## src/rtl/idma_obi_write_burst_issuer.sv

```systemverilog
// idma_obi_write_burst_issuer
// Write-side OBI back end for iDMA. Takes one legalized write burst descriptor
// plus its lane-aligned data beats, issues one OBI write per beat with the
// right byte enables, and returns a single burst response once every beat
// has been acknowledged.
// Optional feature: define IDMA_OBI_WRITE_ERR_EN to collect OBI response
// errors into a sticky flag reported on rsp_err_o (otherwise tied to 0).
module idma_obi_write_burst_issuer #(
  parameter int unsigned DataWidth      = 32,
  parameter int unsigned AddrWidth      = 32,
  parameter int unsigned MaxOutstanding = 4,
  localparam int unsigned StrbWidth     = DataWidth / 8,
  localparam int unsigned OffsetWidth   = $clog2(StrbWidth)
) (
  input  logic                   clk_i,
  input  logic                   rst_i,
  input  logic [AddrWidth-1:0]   req_addr_i,
  input  logic [7:0]             req_num_beats_i,
  input  logic [OffsetWidth-1:0] req_offset_i,
  input  logic [OffsetWidth-1:0] req_tailer_i,
  input  logic                   req_last_i,
  input  logic                   req_valid_i,
  output logic                   req_ready_o,
  input  logic [DataWidth-1:0]   data_i,
  input  logic                   data_valid_i,
  output logic                   data_ready_o,
  output logic                   obi_req_o,
  output logic                   obi_we_o,
  output logic [AddrWidth-1:0]   obi_addr_o,
  output logic [StrbWidth-1:0]   obi_be_o,
  output logic [DataWidth-1:0]   obi_wdata_o,
  input  logic                   obi_gnt_i,
  input  logic                   obi_rvalid_i,
  input  logic                   obi_err_i,
  output logic                   rsp_valid_o,
  input  logic                   rsp_ready_i,
  output logic                   rsp_last_o,
  output logic                   rsp_err_o,
  output logic                   busy_o
);

  localparam int unsigned OutWidth = $clog2(MaxOutstanding + 1);
  localparam logic [OutWidth-1:0]  OutMax   = OutWidth'(MaxOutstanding);
  localparam logic [OutWidth-1:0]  OutOne   = OutWidth'(1);
  localparam logic [AddrWidth-1:0] AddrStep = AddrWidth'(StrbWidth);

  localparam logic [1:0] IDLE  = 2'd0;
  localparam logic [1:0] BURST = 2'd1;
  localparam logic [1:0] DRAIN = 2'd2;
  localparam logic [1:0] RESP  = 2'd3;

  logic [1:0]             state_q, state_d;
  logic [AddrWidth-1:0]   addr_q;
  logic [7:0]             beats_left_q;
  logic [OffsetWidth-1:0] offset_q, tailer_q;
  logic                   last_q, first_q, err_q;
  logic [OutWidth-1:0]    outstanding_q, outstanding_d;

  logic                   desc_take, beat_done, rsp_take, final_beat;
  logic [StrbWidth-1:0]   first_mask, last_mask;

  // The low address bits are replaced by zero when the descriptor is latched.
  logic unused_addr_lsb;
  assign unused_addr_lsb = ^req_addr_i[OffsetWidth-1:0];

  assign desc_take  = (state_q == IDLE) & req_valid_i;
  assign final_beat = (beats_left_q == 8'd0);
  assign obi_req_o  = (state_q == BURST) & data_valid_i & (outstanding_q < OutMax);
  assign beat_done  = obi_req_o & obi_gnt_i;
  // Responses only count while a burst owns the bus; strays after a reset are dropped.
  assign rsp_take   = obi_rvalid_i & ((state_q == BURST) | (state_q == DRAIN))
                      & (outstanding_q != '0);

  assign first_mask = {StrbWidth{1'b1}} << offset_q;
  assign last_mask  = (tailer_q == '0) ? {StrbWidth{1'b1}}
                                       : ~({StrbWidth{1'b1}} << tailer_q);

  assign req_ready_o  = (state_q == IDLE);
  assign busy_o       = (state_q != IDLE);
  assign data_ready_o = beat_done;
  assign obi_we_o     = 1'b1;
  assign obi_addr_o   = (state_q == BURST) ? addr_q : '0;
  assign obi_wdata_o  = (state_q == BURST) ? data_i : '0;
  assign rsp_valid_o  = (state_q == RESP);
  assign rsp_last_o   = last_q;
  assign rsp_err_o    = err_q;

  // Byte enables: trim the leading lanes on the first beat and the trailing lanes on the last.
  always_comb begin
    obi_be_o = '0;
    if (state_q == BURST) begin
      obi_be_o = {StrbWidth{1'b1}};
      if (first_q) obi_be_o = obi_be_o & first_mask;
      if (final_beat) obi_be_o = obi_be_o & last_mask;
    end
  end

  // Outstanding count: a grant and a response in the same cycle cancel out.
  always_comb begin
    outstanding_d = outstanding_q;
    if (beat_done && !rsp_take) outstanding_d = outstanding_q + OutOne;
    else if (!beat_done && rsp_take) outstanding_d = outstanding_q - OutOne;
  end

  // Burst sequencing: issue beats, wait for all acks, then hold the response.
  always_comb begin
    state_d = state_q;
    case (state_q)
      IDLE:    if (req_valid_i) state_d = BURST;
      BURST:   if (beat_done && final_beat) state_d = DRAIN;
      DRAIN:   if (outstanding_d == '0) state_d = RESP;
      RESP:    if (rsp_ready_i) state_d = IDLE;
      default: state_d = IDLE;
    endcase
  end

  // State, counters and the latched descriptor fields.
  always_ff @(posedge clk_i) begin
    if (rst_i) begin
      state_q       <= IDLE;
      outstanding_q <= '0;
      addr_q        <= '0;
      beats_left_q  <= '0;
      offset_q      <= '0;
      tailer_q      <= '0;
      last_q        <= 1'b0;
      first_q       <= 1'b0;
    end else begin
      state_q       <= state_d;
      outstanding_q <= outstanding_d;
      if (desc_take) begin
        addr_q       <= {req_addr_i[AddrWidth-1:OffsetWidth], {OffsetWidth{1'b0}}};
        beats_left_q <= req_num_beats_i;
        offset_q     <= req_offset_i;
        tailer_q     <= req_tailer_i;
        last_q       <= req_last_i;
        first_q      <= 1'b1;
      end else if (beat_done) begin
        addr_q       <= addr_q + AddrStep;
        beats_left_q <= beats_left_q - 8'd1;
        first_q      <= 1'b0;
      end
    end
  end

`ifdef IDMA_OBI_WRITE_ERR_EN
  // Sticky burst error, cleared when the next descriptor is accepted.
  always_ff @(posedge clk_i) begin
    if (rst_i) begin
      err_q <= 1'b0;
    end else if (desc_take) begin
      err_q <= 1'b0;
    end else if (obi_rvalid_i && obi_err_i && ((state_q == BURST) || (state_q == DRAIN))) begin
      err_q <= 1'b1;
    end
  end
`else
  logic unused_err;
  assign unused_err = obi_err_i;
  assign err_q      = 1'b0;
`endif

  // A response with nothing outstanding means the bus and the counter disagree.
  assert property (@(posedge clk_i) disable iff (rst_i)
    obi_rvalid_i |-> (outstanding_q != '0));

endmodule

```

## config.mk

```make
export PLATFORM = sky130hd
export DESIGN_NAME = idma_obi_write_burst_issuer
export DESIGN_NICKNAME = d
export VERILOG_FILES = /design/src/rtl/idma_obi_write_burst_issuer.sv
export SDC_FILE = /design/constraint.sdc
export NUM_CORES = 1
export LEC_CHECK = 0
export ABC_AREA = 1
export BUFFER_PORTS_ARGS = -buffer_cell sky130_fd_sc_hd__buf_2
export CORE_ASPECT_RATIO = 1.1
export CORE_UTILIZATION = 44
export DETAILED_ROUTE_END_ITERATION = 6
export GPL_TIMING_DRIVEN = 0
export PLACE_DENSITY = 0.81
export SYNTH_ARGS = -nofsm -noshare
export SYNTH_HDL_FRONTEND = slang
export SYNTH_SLANG_ARGS = --single-unit
```

## constraint.sdc

```tcl
create_clock -name clk_i -period 1.8 [get_ports clk_i]
set_clock_uncertainty 0.15 [all_clocks]
set_input_delay 0.18 -clock clk_i [delete_from_list [all_inputs] [get_ports clk_i]]
set_output_delay 0.18 -clock clk_i [all_outputs]
set_load 0.01 [all_outputs]
```

# == After elaboration in Yosys (flattened, before gate mapping) ==
# Index checks and enable logic that the tools add are counted.
# op_classes
addsub,4
magnitude_cmp,1
n_eq_ne,7
n_shift,2
mux,20
n_bitwise,9
n_reduce_logical,14
# ops
op,count
two-way mux 32 bit,4
adder 32 x 3 -> 32 bit (second input constant),1
two-way mux 4 bit,5
two-way mux 8 bit,2
logical NOT 8 bit,1
two-way mux 2 bit,4
one-hot mux 2 bit (4 select lines),1
left shift 4 x 2 -> 4 bit (first input constant),2
subtractor 8 x 1 -> 8 bit (second input constant),1
AND 1 bit,6
two-way mux 3 bit,2
!= test 2 x 1 -> 1 bit (second input constant),3
AND 4 bit,1
equality test 2 bit (second input constant),2
logical NOT 2 bit,2
NOT 4 bit,1
AND reduction 4 bit,1
nonzero test 2 bit,2
adder 3 x 1 -> 3 bit (second input constant),1
logical AND 1 bit,3
logical NOT 3 bit,1
< comparator 3 bit (second input constant),1
nonzero test 3 bit,1
subtractor 3 x 1 -> 3 bit (second input constant),1
6 further kinds,8
# totals
reg_bits,51
input_bits,85
output_inout_bits,76
elab_cells,66

# == Depth between registers and ports, before layout ==
# Gate-level depths: netlist of the first run.
# logic_depth
ltp_word,11
depth_mapped,15
ltp_nobuf,15

# == Worst setup path before layout of the first run ==
# OpenSTA, ideal clock, no wires.
# synth_timing
path_type,reg2reg
startpoint,register state_q[0]
endpoint,register addr_q[26]
setup_time_ps,115
arrival_ps,1571
required_ps,1535
slack_ps,-36
path_stages_with_launch,9
n_path_buf,2
period_less_slack_ps,1836
path_cell_list,dfxtp_1 inv_1 ha_1 nand2_1 buf_2 buf_1 nand2_1 a21oi_1 nor2_1
# synth_between
elab_cells_between_ends,8
classes_between,eq/ne: 1; mux: 1; bitwise: 4; reduce/logical: 2
# synth_rtl
item,line,text
"start, declared",52,"logic [1:0] state_q, state_d;"
"start signal, assigned",129,state_q <= state_d;
logical NOT 2 bit *,--,
named net req_ready_o,23,"output logic req_ready_o,"
AND 1 bit *,66,assign desc_take = (state_q == IDLE) & req_valid_i;
two-way mux 32 bit / nonzero test 2 bit (equally long branches),--,
"end signal, assigned",132,"addr_q <= {req_addr_i[AddrWidth-1:OffsetWidth], {OffsetWidth{1'b0}}};"
"end signal, assigned",139,addr_q <= addr_q + AddrStep;
"end, declared",53,logic [AddrWidth-1:0] addr_q;
# The timed path passes the listed nets; every way through them passes the cells marked *.
# A chain may end at the register's enable or synchronous reset.

# == Worst setup path in the final report of the first run ==
# layout_timing
startpoint,register state_q[1]
endpoint,register state_q[1]
# layout_between
elab_chain_len,11
elab_cells_between_ends,24
classes_between,eq/ne: 7; mux: 3; bitwise: 6; reduce/logical: 8
# layout_rtl
item,line,text
equality test 2 x 1 -> 1 bit,"68, 71, 108",
AND 1 bit (2 in series),68,assign obi_req_o = (state_q == BURST) & data_valid_i & (outstanding_q < OutMax);
AND 1 bit,69,assign beat_done = obi_req_o & obi_gnt_i;
logical NOT 1 bit,102,else if (!beat_done && rsp_take) outstanding_d = outstanding_q - OutOne;
logical AND 1 bit,102,
two-way mux 3 bit,102,
two-way mux 3 bit,101,if (beat_done && !rsp_take) outstanding_d = outstanding_q + OutOne;
logical NOT 3 bit,111,DRAIN: if (outstanding_d == '0) state_d = RESP;
!= test 2 x 1 -> 1 bit (no line),--,
AND reduction 4 bit (no line),--,
# Several ways; a longest one is shown, not always the timed one.

==> results of run 1 <==
## power groups by stage
stage / clock [W] / combinational, W / sequential (W)
after floorplan: 0 / 0.00203 / 0.00165
after global placement: 0 / 0.00286 / 0.00173
after detailed placement: 0 / 0.00290 / 0.00173
after CTS: 0.000681 / 0.00342 / 0.00173
after global routing: 0.000733 / 0.00451 / 0.00185
final: 0.000686 / 0.00414 / 0.00181
## cells by family after synthesis
group	share of synthesized area [%]
AND/OR/NAND/NOR	40.1
buffers and inverters	15.3
AO/OA/AOI/OAI	13.7
flip-flops	25.5
adder cells (fa/ha/maj)	3.58
XOR/XNOR	1.59
other	0.195
## critical path, stage by stage (launching register included)
cell and delay (ps):
sky130_fd_sc_hd__dfxtp_4 370, sky130_fd_sc_hd__inv_4 80, sky130_fd_sc_hd__ha_4 180, sky130_fd_sc_hd__clkbuf_16 180, sky130_fd_sc_hd__inv_8 30, sky130_fd_sc_hd__buf_4 130
sky130_fd_sc_hd__buf_4 140, sky130_fd_sc_hd__o22ai_1 240, sky130_fd_sc_hd__nor2_2 110, sky130_fd_sc_hd__a21oi_2 160, sky130_fd_sc_hd__nor2_1 50
## synth_stat cells (all sizes together) (3+ instances only)
| cell | count |
|---|---|
| xor2 | 5 |
| o21ai | 22 |
| a31oi | 6 |
| a21oi | 34 |
| clkbuf | 11 |
| dfxtp | 49 |
| nand2 | 186 |
| or2 | 3 |
| inv | 114 |
| nand3 | 38 |
| nor2 | 89 |
| buf | 22 |
| nor3 | 19 |
| nand4 | 16 |
| a211oi | 6 |
| ha | 11 |
| o211ai | 13 |
## final cells by class
cell class / count / area [um2] / area share [%]
Timing Repair Buffer: 199 / 1200 / 20.5
Tap cell: 111 / 139 / 2.37
Multi-Input combinational cell: 462 / 2650 / 45.2
Clock buffer: 5 / 68.8 / 1.17
Sequential cell: 49 / 1030 / 17.5
Inverter: 114 / 458 / 7.80
Buffer: 33 / 305 / 5.20
Clock inverter: 3 / 17.5 / 0.298
## state kept, by name (all words and copies together) (netlist names)
name	count
beats_left_q	8
rsp_last_o	1
state_q	2
outstanding_q	3
addr_q	30
first_q	1
tailer_q	2
offset_q	2
## routing by layer
| metal | track usage, % | up-vias | part of all wire, % |
|---|---|---|---|
| met2 | 54.4 | 397 | 49 |
| met4 | 13.4 | 0 | 5.3 |
| met5 | 0 | - | 0 |
| met3 | 4.24 | 89 | 11 |
| li1 | - | 2481 | - |
| met1 | 31.9 | 2327 | 35 |
## metrics by stage
step | power (W) | util (%) | setup TNS, ps | instances
4_1_cts | 0.00583 | 62.9 | -1540 | 949
3_3_place_gp | 0.00459 | 56.6 | -34660 | 921
5_1_grt | 0.00709 | 69.8 | -5910 | 976
3_5_place_dp | 0.00464 | 56.6 | -35400 | 921
6_report | 0.00664 | 69.8 | -1330 | 976
2_1_floorplan | 0.00368 | - | 0 | 658
## worst max path at each step
stage | slack [ps] | startpoint | cells after the start | end
final | -110 | state_q[1]$_SDFFE_PP0P_ | 10 | state_q[1]$_SDFFE_PP0P_
after global routing | -170 | state_q[1]$_SDFFE_PP0P_ | 10 | state_q[1]$_SDFFE_PP0P_
after global placement | -440 | state_q[1]$_SDFFE_PP0P_ | 7 | obi_be_o[2]
after floorplan | 2 | state_q[0]$_SDFFE_PP0P_ | 14 | state_q[1]$_SDFFE_PP0P_
after detailed placement | -440 | state_q[1]$_SDFFE_PP0P_ | 7 | beats_left_q[6]$_SDFFE_PP0P_
after CTS | -80 | state_q[1]$_SDFFE_PP0P_ | 7 | obi_be_o[2]
## what timing repair did
action / 4_1_cts / 5_1_grt
buffers inserted: 11 / 25
resized for setup: 86 / 110
hold buffers: 8 / 0
gates cloned: 1 / 2
pin swaps: 12 / 34
endpoints found under the setup margin: 113 / 101
endpoints found under the hold margin: 8 / 0
==> flow_results.org, run 1 <==
** Outcome
- The run finished, with violations left.
- The final reports fail on setup timing.

** Floorplanning
- The initialized floorplan defines 35 standard-cell rows.
- The floorplan step set the die width to 91.1 um.
- Measured along the y axis, the die boundary spans 100 um.
- Initial Util :: 45.7%
- The die covers 0.00912 mm2.
- Pin placement for this block handled 161 I/O pins.
- Core area :: 0.00841 mm2

** Routing
- Post-detailed-route DRC marker count :: 0
- The routed layout has 5294 vias.
- After the first detailed-routing iteration, the DRC count stood at 535.
- Using the TritonRoute via totals, the vias-per-cell ratio works out to 5.42.
- The pre-antenna-repair detailed-routing pass consisted of 7 iterations.
- Wirelength, routed :: 15000 um
- Remaining number of nets flagged by the antenna check after routing :: 0
- Mean routed wirelength per cell :: 15.3 um

** STA
- Setup slack on the critical path of the routed design comes to -106 ps.
- Setup repair after global routing missed its margin :: true
- Transition at the pin with the smallest max-transition slack :: 699 ps
- After layout, the worst path uses 106% of the clock period.
- Minimum clock period after layout :: 1910 ps
- In this run the tightest slew margin relative to its limit is 53.4%.
- Top achievable clock speed :: 525 MHz
- Worst Hold Margin :: 3.14 ps
- Final Hold Vio Count :: 0
- Number of failing setup endpoints in the final timing report :: 55
- Final Max Slew Viols :: 0

** Placed design
- Placer's final routability congestion estimate :: 0.992
- Placement Setup Slack :: -437 ps
- Hpwl dp :: 9670 um
- Placement Cell Area :: 0.00476 mm2
- Count of port buffers added during placement :: 152

** Clock tree
- Clock latency on the worst-skew pair, taken at its later pin, is 320 ps.
- Number of buffers between clock root and the deepest sink :: 2
- Max H-tree Level :: 2
- CTS placed an instance of sky130_fd_sc_hd__clkbuf_8 at the clock tree root.
- TritonCTS built the clock tree.
- Count of clock tree sinks :: 49
- Total CTS buffers :: 5
- Clock-pin transition on the worst setup and hold timing paths :: 100 ps

** Worst setup path
- Data on the critical path arrives at its endpoint at 1960 ps.
- End of the worst register-to-register path :: state_q[1]$_SDFFE_PP0P_
- The worst setup path is captured at a flip-flop.
- Of all nets on the critical path, the largest fanout is 5.
- The worst setup path is of the reg2reg kind.
- Worst-case register-to-register setup slack :: -110 ps
- Kind of start point of the critical path :: flip-flop
- Measured in cells, the most critical reg-to-reg path has a length of 10.
- Data on the critical path is required at its endpoint by 1860 ps.
- Critical R2R Launch :: state_q[1]$_SDFFE_PP0P_

** Global route
- The first global-routing pass estimated 20900 um of wire.
- For this run, the total global-route usage over all layers was measured as 28.8%.
- Maximum number of pins on one net before global-route repair :: 16
- Final global-route overflow total :: 0
- Initial antenna violation count :: 0
- Number of global-route vias before repair :: 4604

** Min path
- Depth of the worst hold-timing path :: 3
- End point of the worst hold path :: addr_q[15]$_SDFFE_PP0P_
- The startpoint identified for the worst hold timing path is req_addr_i[15].
- Path category of the worst min-delay check :: in2reg

** Cells and area
- Once layout is done, the placed cells without fillers occupy 0.00587 mm2.
- Area delta synth->final :: 52.7%
- Leaving out fill and tap cells, the most frequent cell in the layout is sky130_fd_sc_hd__nand2_1.
- The filler cells instantiated in the layout total 714.
- Share of post-route cells with drive strength above 1 :: 40.0%
- Layout Nets :: 960
- Leaving out fill and tap cells, the most frequent cells in the layout are 164 x sky130_fd_sc_hd__nand2_1, 154 x sky130_fd_sc_hd__buf_2, 105 x sky130_fd_sc_hd__inv_1.
- The number of antenna diodes in the final layout is 0.

** Power
- Summed over all nets, the switching power comes to 0.00318 W.
- Share of total power in combinational logic :: 62.4%
- Part of the total power dissipated in the clock network :: 10.3%
- Cell internal pwr :: 0.00346 W
- For this design the ratio of total power to cell area is 1130 mW/mm2.
- IR analysis of the VDD net gives a maximum drop of 0.610 mV.
- Leakage :: 3.25 nW
- In this run switching power makes up 47.9% of total power.
- Reg power frac :: 27.3%

** Logic synthesis
- Summing every instance area after synthesis gives 0.00385 mm2.
- Synth Area per Inst :: 5.86 um2
- Synth area leader :: sky130_fd_sc_hd__dfxtp_1
- The synthesized design devotes to its leading area cell type 25.5% of total area.
- For this run, the number of Yosys warnings is 0.
- Most used DFF post-synth :: sky130_fd_sc_hd__dfxtp_1
- Number of register bits inferred by synthesis :: 49
- Unique masters post-synth :: 40
- Number of enable-type register cells in the synthesized netlist :: 0
- Proportion of synthesized chip area in sequential cells :: 25.5%
- Synthesized instance count :: 656
- Share of async-settable or async-resettable flops after synthesis :: 0%
- Top cells by area, synth :: sky130_fd_sc_hd__dfxtp_1 26%, sky130_fd_sc_hd__nand2_1 18%, sky130_fd_sc_hd__inv_1 11%

** Flow run
- Max-capacitance violation count :: 0
Power figures use the tool's default switching activity.
==> run 2, diff against run 1 <==
Settings changed: CORE_UTILIZATION 44 to 40, PLACE_DENSITY 0.81 to 0.75.
==> run 2 against run 1 <==
Compared with the run above: the run ends with hold timing, setup timing left; cell area up 3.0%; register-to-register slack better by 30 ps; sequential power about the same; routed wire length down 2.1%; total power up 4.9%; die area up 9.8%; largest power group unchanged; combinational power up 4%.
==> flow_results.org, run 2 (same netlist as run 1, synthesis figures left out) <==
** Routing
- The total detailed-routing wirelength came to 14600 um (was 15000 um).
- The number of iterations in the first detailed-routing pass was 5 (was 7).
- Post-detailed-route DRC marker count :: 0 (unchanged)
- The number of vias per cell after detailed routing is 5.28 (was 5.42).
- The starting DRC count in detailed routing was 404 (was 535).
- The routed length per instance came to 15.0 um (was 15.3 um).
- Via count of the routed design :: 5154 (was 5294)
- Remaining number of nets flagged by the antenna check after routing :: 0 (unchanged)

** Cells and area
- The total area of multi-input combinational cells was 0.00276 mm2 (was 0.00265 mm2).
- The count of inserted antenna diode cells was 0 (unchanged).
- The number of filler instances in the final layout was 876 (was 714).
- The signed area change from the synthesized netlist to the final layout came to 57.2% (was 52.7%).
- Number of flip-flops in the largest register :: 30 (unchanged)
- Layout Nets :: 954 (was 960)
- Largest registers: addr_q x30, beats_left_q x8, outstanding_q x3 (unchanged).
- Post-Route Utilization :: 64.7% (was 69.8%)
- Largest register by flop count :: addr_q (unchanged)
- The combined flip-flop and latch cell area was 0.00102 mm2 (was 0.00103 mm2).
- Commonest cells after routing, fill and taps aside :: 148 x sky130_fd_sc_hd__buf_2, 142 x sky130_fd_sc_hd__nand2_1, 95 x sky130_fd_sc_hd__inv_1 (was 164 x sky130_fd_sc_hd__nand2_1, 154 x sky130_fd_sc_hd__buf_2, 105 x sky130_fd_sc_hd__inv_1)
- Most common library cell in the layout ignoring fill and taps :: sky130_fd_sc_hd__buf_2 (was sky130_fd_sc_hd__nand2_1)
- Share of post-route cells with drive strength above 1 :: 44.0% (was 40.0%)
- The final instance count without filler cells came to 976 (unchanged).

** Floorplanning
- Initial Util :: 41.1% (was 45.7%)
- Die Area :: 0.0100 mm2 (was 0.00912 mm2)
- Core area :: 0.00935 mm2 (was 0.00841 mm2)
- I/O pins :: 161 (unchanged)
- The width of the chip came to 95.5 um (was 91.1 um).
- Standard-cell row count :: 37 (was 35)
- Height of the die :: 105 um (was 100 um)

** Clock tree
- Skew-Pair Late Insertion Delay :: 310 ps (was 320 ps)
- The count of H-tree levels built during CTS was 2 (unchanged).
- Clock tree root buffer cell :: sky130_fd_sc_hd__clkbuf_8 (unchanged)
- The number of buffers on the longest clock path came to 2 (unchanged).
- Clock tree from TritonCTS :: built (unchanged)
- Total CTS buffers :: 5 (unchanged)
- Clock-pin transition on the worst setup and hold timing paths :: 90 ps (was 100 ps)
- Count of clock tree sinks :: 49 (unchanged)

** STA
- Final Hold Vio Count :: 1 (was 0)
- The maximum operating frequency was 533 MHz (was 525 MHz).
- The ratio of final minimum period to clock period was 104% (was 106%).
- The setup slack after layout was -77.0 ps (was -106 ps).
- Worst Hold Margin :: -0.327 ps (was 3.14 ps)
- The transition time of the tightest slew-check pin was 701 ps (was 699 ps).
- Setup repair after global routing missed its margin :: true (unchanged)
- The final-report max-slew violation count came to 0 (unchanged).
- The remaining max-slew budget at the tightest pin came to 53.3% (was 53.4%).
- Setup total negative slack :: -725 ps (was -1330 ps)
- Number of failing setup endpoints in the final timing report :: 30 (was 55)
- The minimum clock period after layout is 1880 ps (was 1910 ps).

** Power
- The total power per unit cell area was 1150 mW/mm2 (was 1130 mW/mm2).
- The highest ir drop seen on vdd was 0.632 mV (was 0.610 mV).
- The leakage dissipation was 3.26 nW (was 3.25 nW).

** Worst setup path
- Kind of critical path :: reg2out (was reg2reg)
- Kind of capture point of the worst setup path :: output port (was flip-flop)
- Worst EP arrival :: 1550 ps (was 1960 ps)
- Category of cells accounting for the largest share of critical-path delay :: buffers and inverters (unchanged)
- Peak per-stage delay on the critical path :: 350 ps (was 370 ps)
- Kind of start point of the critical path :: flip-flop (unchanged)
- Required time at the worst-slack endpoint :: 1470 ps (was 1860 ps)
- The top fanout value on the critical path is 7 (was 5).
- Chain of cells forming the critical path :: inv_4 > ha_4 > clkbuf_16 > inv_6 > o21a_1 > a21oi_1 > buf_2 (was inv_4 > ha_4 > clkbuf_16 > inv_8 > buf_4 > buf_4 > o22ai_1 > nor2_2 > a21oi_2 > nor2_1)
- The sum of buffers and inverters on the critical path came to 4 (was 5).
- Critical-path top delay cell :: sky130_fd_sc_hd__dfxtp_2 (was sky130_fd_sc_hd__dfxtp_4)

** Global route
- The initial antenna violation count is 0 (unchanged).
- Global-route wire length before repair :: 20200 um (was 20900 um)
- Number of global-route vias before repair :: 4402 (was 4604)
- Overall track demand over capacity in global routing :: 26.3% (was 28.8%)
- The maximum number of pins on one net before global-route repair came to 15 (was 16).
- Final global-route overflow total :: 0 (unchanged)

** Placed design
- Count of port buffers added during placement :: 152 (unchanged)
- The pre-CTS setup slack came to -405 ps (was -437 ps).
- The total instance count after detailed placement is 927 (was 921).
- Placer's final routability congestion estimate :: 1.03 (was 0.992)
- The placed wire-length estimate after detailed placement is 9820 um (was 9670 um).

** Outcome
- Run status: finished with violations (unchanged).
- Failing checks: hold timing, setup timing (was setup timing).

** Min path
- The kind of path behind the tightest hold check is in2reg (unchanged).

** Flow run
- The max-cap check violation count was 0 (unchanged).
run 2: where the power goes:
group          leakage [nW]  internal [W]  switching [W]
sequential            0.413       0.00142       0.000395
clock                0.0585      0.000454       0.000400
combinational          2.79       0.00185        0.00244
total                  3.26       0.00373        0.00324
run 2: timing repair:
| item | CTS | global route |
|---|---|---|
| buffers inserted | 12 | 19 |
| gates cloned | 1 | 3 |
| hold buffers | 6 | 0 |
| hold endpoints to repair | 6 | 0 |
| gates resized for setup | 77 | 165 |
| setup endpoints to repair | 113 | 97 |
| pin swaps | 10 | 36 |
run 2: metal layers:
layer  GRT usage (%)  part of all wire [%]  vias to the layer above  wire length, um
met5               0                     0                        -                0
met4            12.9                   5.6                        0              821
met3            3.71                   9.9                       84             1440
met2            46.2                    49                      347             7180
met1            30.5                    36                     2266             5200
li1                -                     -                     2457                -
run 2: worst reg2reg max path: stages, from the launching register on:
cell and delay [ps]:
sky130_fd_sc_hd__dfxtp_2 350, sky130_fd_sc_hd__inv_4 70, sky130_fd_sc_hd__ha_4 180, sky130_fd_sc_hd__nand4_4 130, sky130_fd_sc_hd__buf_8 170, sky130_fd_sc_hd__buf_6 130
sky130_fd_sc_hd__nor3_2 90, sky130_fd_sc_hd__o22ai_1 130, sky130_fd_sc_hd__nor2_2 190, sky130_fd_sc_hd__nand3_1 100, sky130_fd_sc_hd__nand2_1 60, sky130_fd_sc_hd__nor2_1 40
run 2: final cells by class:
class	instances	area share, %
Clock inverter	1	0.497
Multi-Input combinational cell	462	45.7
Tap cell	117	2.42
Inverter	114	7.68
Timing Repair Buffer	193	20.4
Buffer	33	5.03
Sequential cell	49	16.9
Clock buffer	7	1.43
run 2: path summary, 6_finish.rpt:
path,startpoint,end,slack (ps),cells after the start
setup / recovery,state_q[1]$_SDFFE_PP0P_,obi_be_o[2],-80,7
hold / removal,req_addr_i[15],addr_q[15]$_SDFFE_PP0P_,-0.3,3
setup reg to reg,state_q[1]$_SDFFE_PP0P_,state_q[1]$_SDFFE_PP0P_,-80,11
hold reg to reg,tailer_q[0]$_SDFFE_PP0P_,tailer_q[0]$_SDFFE_PP0P_,350,2
run 2: metrics by stage:
stage                     power [W]  area [um2]
after floorplan             0.00368        3860
after global placement      0.00461        4760
after detailed placement    0.00463        4760
after CTS                   0.00599        5300
after global routing        0.00739        6050
final                       0.00697        6050
==> run 3, diff against run 2 <==
Settings changed: PLACE_DENSITY 0.75 to 0.73.
Clock period 1.8 ns to 1.9 ns, I/O delays scaled along.
==> run 3 against run 2 <==
Compared with the run above: the run ends with hold timing left; total power decreased by 15%; register-to-register slack improved by 90 ps; clock power decreased by 6.1%; critical path depth unchanged; worst setup slack improved by 94 ps; hold slack got worse by 11 ps; combinational power decreased by 21%; critical path type unchanged; critical endpoint unchanged.
==> flow_results.org, run 3 (same netlist as run 1, synthesis figures left out) <==
** Outcome
- Run status :: finished with violations (unchanged)
- Failing checks: hold timing (was hold timing, setup timing).

** STA
- Relative slew slack :: 60.7% (was 53.3%)
- The worst hold-check slack is -11.1 ps (was -0.327 ps).
- Final Hold Vio Count :: 2 (was 1)
- Crit share post-route :: 99.1%
- The final setup violation count is 0 (was 30).
- Setup repair after global routing missed its margin :: true (unchanged)
- The transition time of the tightest slew-check pin was 589 ps (was 701 ps).
- After layout, the minimum clock period comes to 1880 ps.
- Setup total negative slack :: 0 ps (was -725 ps)
- The final-report max-slew violation count is 0 (unchanged).
- Timing would allow up to 531 MHz.

** Floorplanning
- The chip height was 105 um (unchanged).
- Standard-cell row count :: 37 (unchanged)
- Die Area :: 0.0100 mm2 (unchanged)
- Initial Util :: 41.1% (unchanged)
- Core area :: 0.00935 mm2 (unchanged)
- The count of boundary I/O pins is 161 (unchanged).
- Die boundary width :: 95.5 um (unchanged)

** Routing
- The routed length on met1 came to 5000 um (was 5200 um).
- Highest metal used :: met4 (unchanged)
- Remaining number of nets flagged by the antenna check after routing :: 0 (unchanged)
- The number of iterations in the first detailed-routing pass came to 5 (unchanged).
- Routed met2 length :: 6510 um (was 7180 um)
- The met3 layer wire length in the routed design was 1200 um (was 1440 um).
- The starting DRC count in detailed routing is 209 (was 404).
- Via count of the routed design :: 4836 (was 5154)
- The DRC violations left is 0 (unchanged).
- The routed length per instance came to 13.9 um (was 15.0 um).
- Vias per Instance :: 5.06 (was 5.28)
- Wirelength, routed :: 13200 um (was 14600 um)

** Clock tree
- Number of buffers between clock root and the deepest sink :: 2 (unchanged)
- The clock tree root driver cell is sky130_fd_sc_hd__clkbuf_8 (unchanged).
- Skew-Pair Late Insertion Delay :: 310 ps (about the same)
- The number of clock buffers inserted by TritonCTS came to 5 (unchanged).
- Clock tree from TritonCTS :: built (unchanged)
- The number of clock sinks came to 49 (unchanged).
- The clock-pin transition on the worst setup and hold timing paths is 100 ps (was 90 ps).
- Max H-tree Level :: 2 (unchanged)

** Power
- Total power :: 0.00589 W (was 0.00697 W)
- The net switching fraction of the power came to 46.7% (was 46.5%).
- The logic gate share of total power came to 57.9% (was 61.6%).
- The net switching component of the power is 0.00275 W (was 0.00324 W).
- Reg power frac :: 28.5% (was 26.1%)
- Worst vdd ir :: 0.711 mV (was 0.632 mV)
- The leakage dissipation was 3.06 nW (was 3.26 nW).
- The total power per unit cell area was 1080 mW/mm2 (was 1150 mW/mm2).
- Part of the total power dissipated in the clock network :: 13.6% (was 12.3%)
- The cell-internal power was 0.00314 W (was 0.00373 W).

** Cells and area
- Largest registers: addr_q x30, beats_left_q x8, outstanding_q x3 (unchanged).
- The signed area change from the synthesized netlist to the final layout is 41.2% (was 57.2%).
- Share of post-route cells with drive strength above 1 :: 34.2% (was 44.0%)
- The most common library cell in the layout ignoring fill and taps is sky130_fd_sc_hd__nand2_1 (was sky130_fd_sc_hd__buf_2).
- The number of filler instances in the final layout is 975 (was 876).
- The core occupancy in the finished layout came to 58.1% (was 64.7%).
- Layout Nets :: 933 (was 954)
- Area taken by multi-input logic gates :: 0.00251 mm2 (was 0.00276 mm2)
- Area used by sequential logic in the layout :: 0.00101 mm2 (was 0.00102 mm2)
- The post-route standard cell area excluding fillers came to 0.00543 mm2 (was 0.00605 mm2).
- The count of inserted antenna diode cells is 0 (unchanged).
- Commonest cells after routing, fill and taps aside :: 171 x sky130_fd_sc_hd__nand2_1, 157 x sky130_fd_sc_hd__buf_2, 106 x sky130_fd_sc_hd__inv_1 (was 148 x sky130_fd_sc_hd__buf_2, 142 x sky130_fd_sc_hd__nand2_1, 95 x sky130_fd_sc_hd__inv_1)
- Number of flip-flops in the largest register :: 30 (unchanged)
- Largest register by flop count :: addr_q (unchanged)

** Global route
- Global-route wire length before repair :: 20500 um (was 20200 um)
- Final global-route overflow total :: 0 (unchanged)
- Overall track demand over capacity in global routing :: 26.5% (was 26.3%)
- The maximum number of pins on one net before global-route repair is 15 (unchanged).
- Initial antenna violation count :: 0 (unchanged)
- Number of global-route vias before repair :: 4501 (was 4402)

** Worst setup path
- The critical path launch point is state_q[1]$_SDFFE_PP0P_ (unchanged).
- Required time at the worst-slack endpoint :: 1560 ps (was 1470 ps)
- Largest fanout of any net on the critical path :: 5 (was 7)
- The worst path arrival time is 1540 ps (was 1550 ps).
- The worst setup path category was reg2out (unchanged).
- Critical R2R Launch :: state_q[0]$_SDFFE_PP0P_ (was state_q[1]$_SDFFE_PP0P_)
- Kind of start point of the critical path :: flip-flop (unchanged)
- The endpoint kind of the worst setup timing path was an output port (unchanged).

** Placed design
- Hpwl dp :: 9780 um (was 9820 um)
- The routability congestion estimate came to 0.963 (was 1.03).
- The area after detailed placement is 0.00476 mm2 (about the same).
- The number of buffers inserted by port buffering was 152 (unchanged).

** Min path
- Hold path start :: req_addr_i[9] (was req_addr_i[15])
- The kind of path behind the tightest hold check is in2reg (unchanged).

** Flow run
- Max-capacitance violation count :: 0 (unchanged)
[run 3: changes by cell type in the layout (fill, tap and decap cells not counted), sizes merged]
cell,delta
clkbuf,-3
clkinvlp,-1
clkinv,-1
buf,-17
dlygate4sd3,-1
inv,+2
[run 3: layer usage]
layer	global-route usage [%]	vias up
li1	-	2414
met1	29.4	2128
met2	47.9	248
met3	5.02	46
met4	11.5	0
met5	0	-
[run 3: cell type report]
class	count	share of cell area, %
plain buffers	33	4.82
inverters	114	8.25
flip-flops and latches	49	18.6
clock inverters	1	0.553
repair buffers	172	17.3
multi-input cells	462	46.2
clock buffers	7	1.59
well taps	117	2.70
[run 3: what timing repair did]
item,4_1_cts,5_1_grt
hold endpoints to repair,5,0
hold buffers,5,0
setup endpoints to repair,113,96
resized for setup,51,78
setup buffers,4,10
pin swaps,3,22
cloned,0,1
[run 3: power by group through the flow]
stage | clock network (W) | registers, W | logic [W]
6_report | 0.000802 | 0.00168 | 0.00341
3_3_place_gp | 0 | 0.00164 | 0.00274
2_1_floorplan | 0 | 0.00156 | 0.00192
3_5_place_dp | 0 | 0.00165 | 0.00275
4_1_cts | 0.000804 | 0.00164 | 0.00298
5_1_grt | 0.000856 | 0.00172 | 0.00378
[run 3: stage by stage]
stage          setup slack, ps  cells
2_1_floorplan             64.4    658
4_1_cts                  -17.6    944
3_3_place_gp              -426    927
3_5_place_dp              -423    927
5_1_grt                  -80.4    955
6_report                  17.4    955
[run 3: worst paths after layout]
path / endpoint / slack [ps] / depth (start not counted)
setup / recovery: obi_be_o[2] / 20 / 7
hold / removal: addr_q[9]$_SDFFE_PP0P_ / -10 / 3
setup reg to reg: state_q[1]$_SDFFE_PP0P_ / 20 / 15
hold reg to reg: rsp_last_o$_SDFFE_PP0P_ / 330 / 2
[run 3: critical path: stages (launching register included)]
cell and delay (ps):
sky130_fd_sc_hd__dfxtp_4 370, sky130_fd_sc_hd__inv_4 70, sky130_fd_sc_hd__ha_4 190, sky130_fd_sc_hd__clkbuf_16 180
sky130_fd_sc_hd__inv_4 40, sky130_fd_sc_hd__o21a_1 170, sky130_fd_sc_hd__a21oi_2 90, sky130_fd_sc_hd__buf_2 140
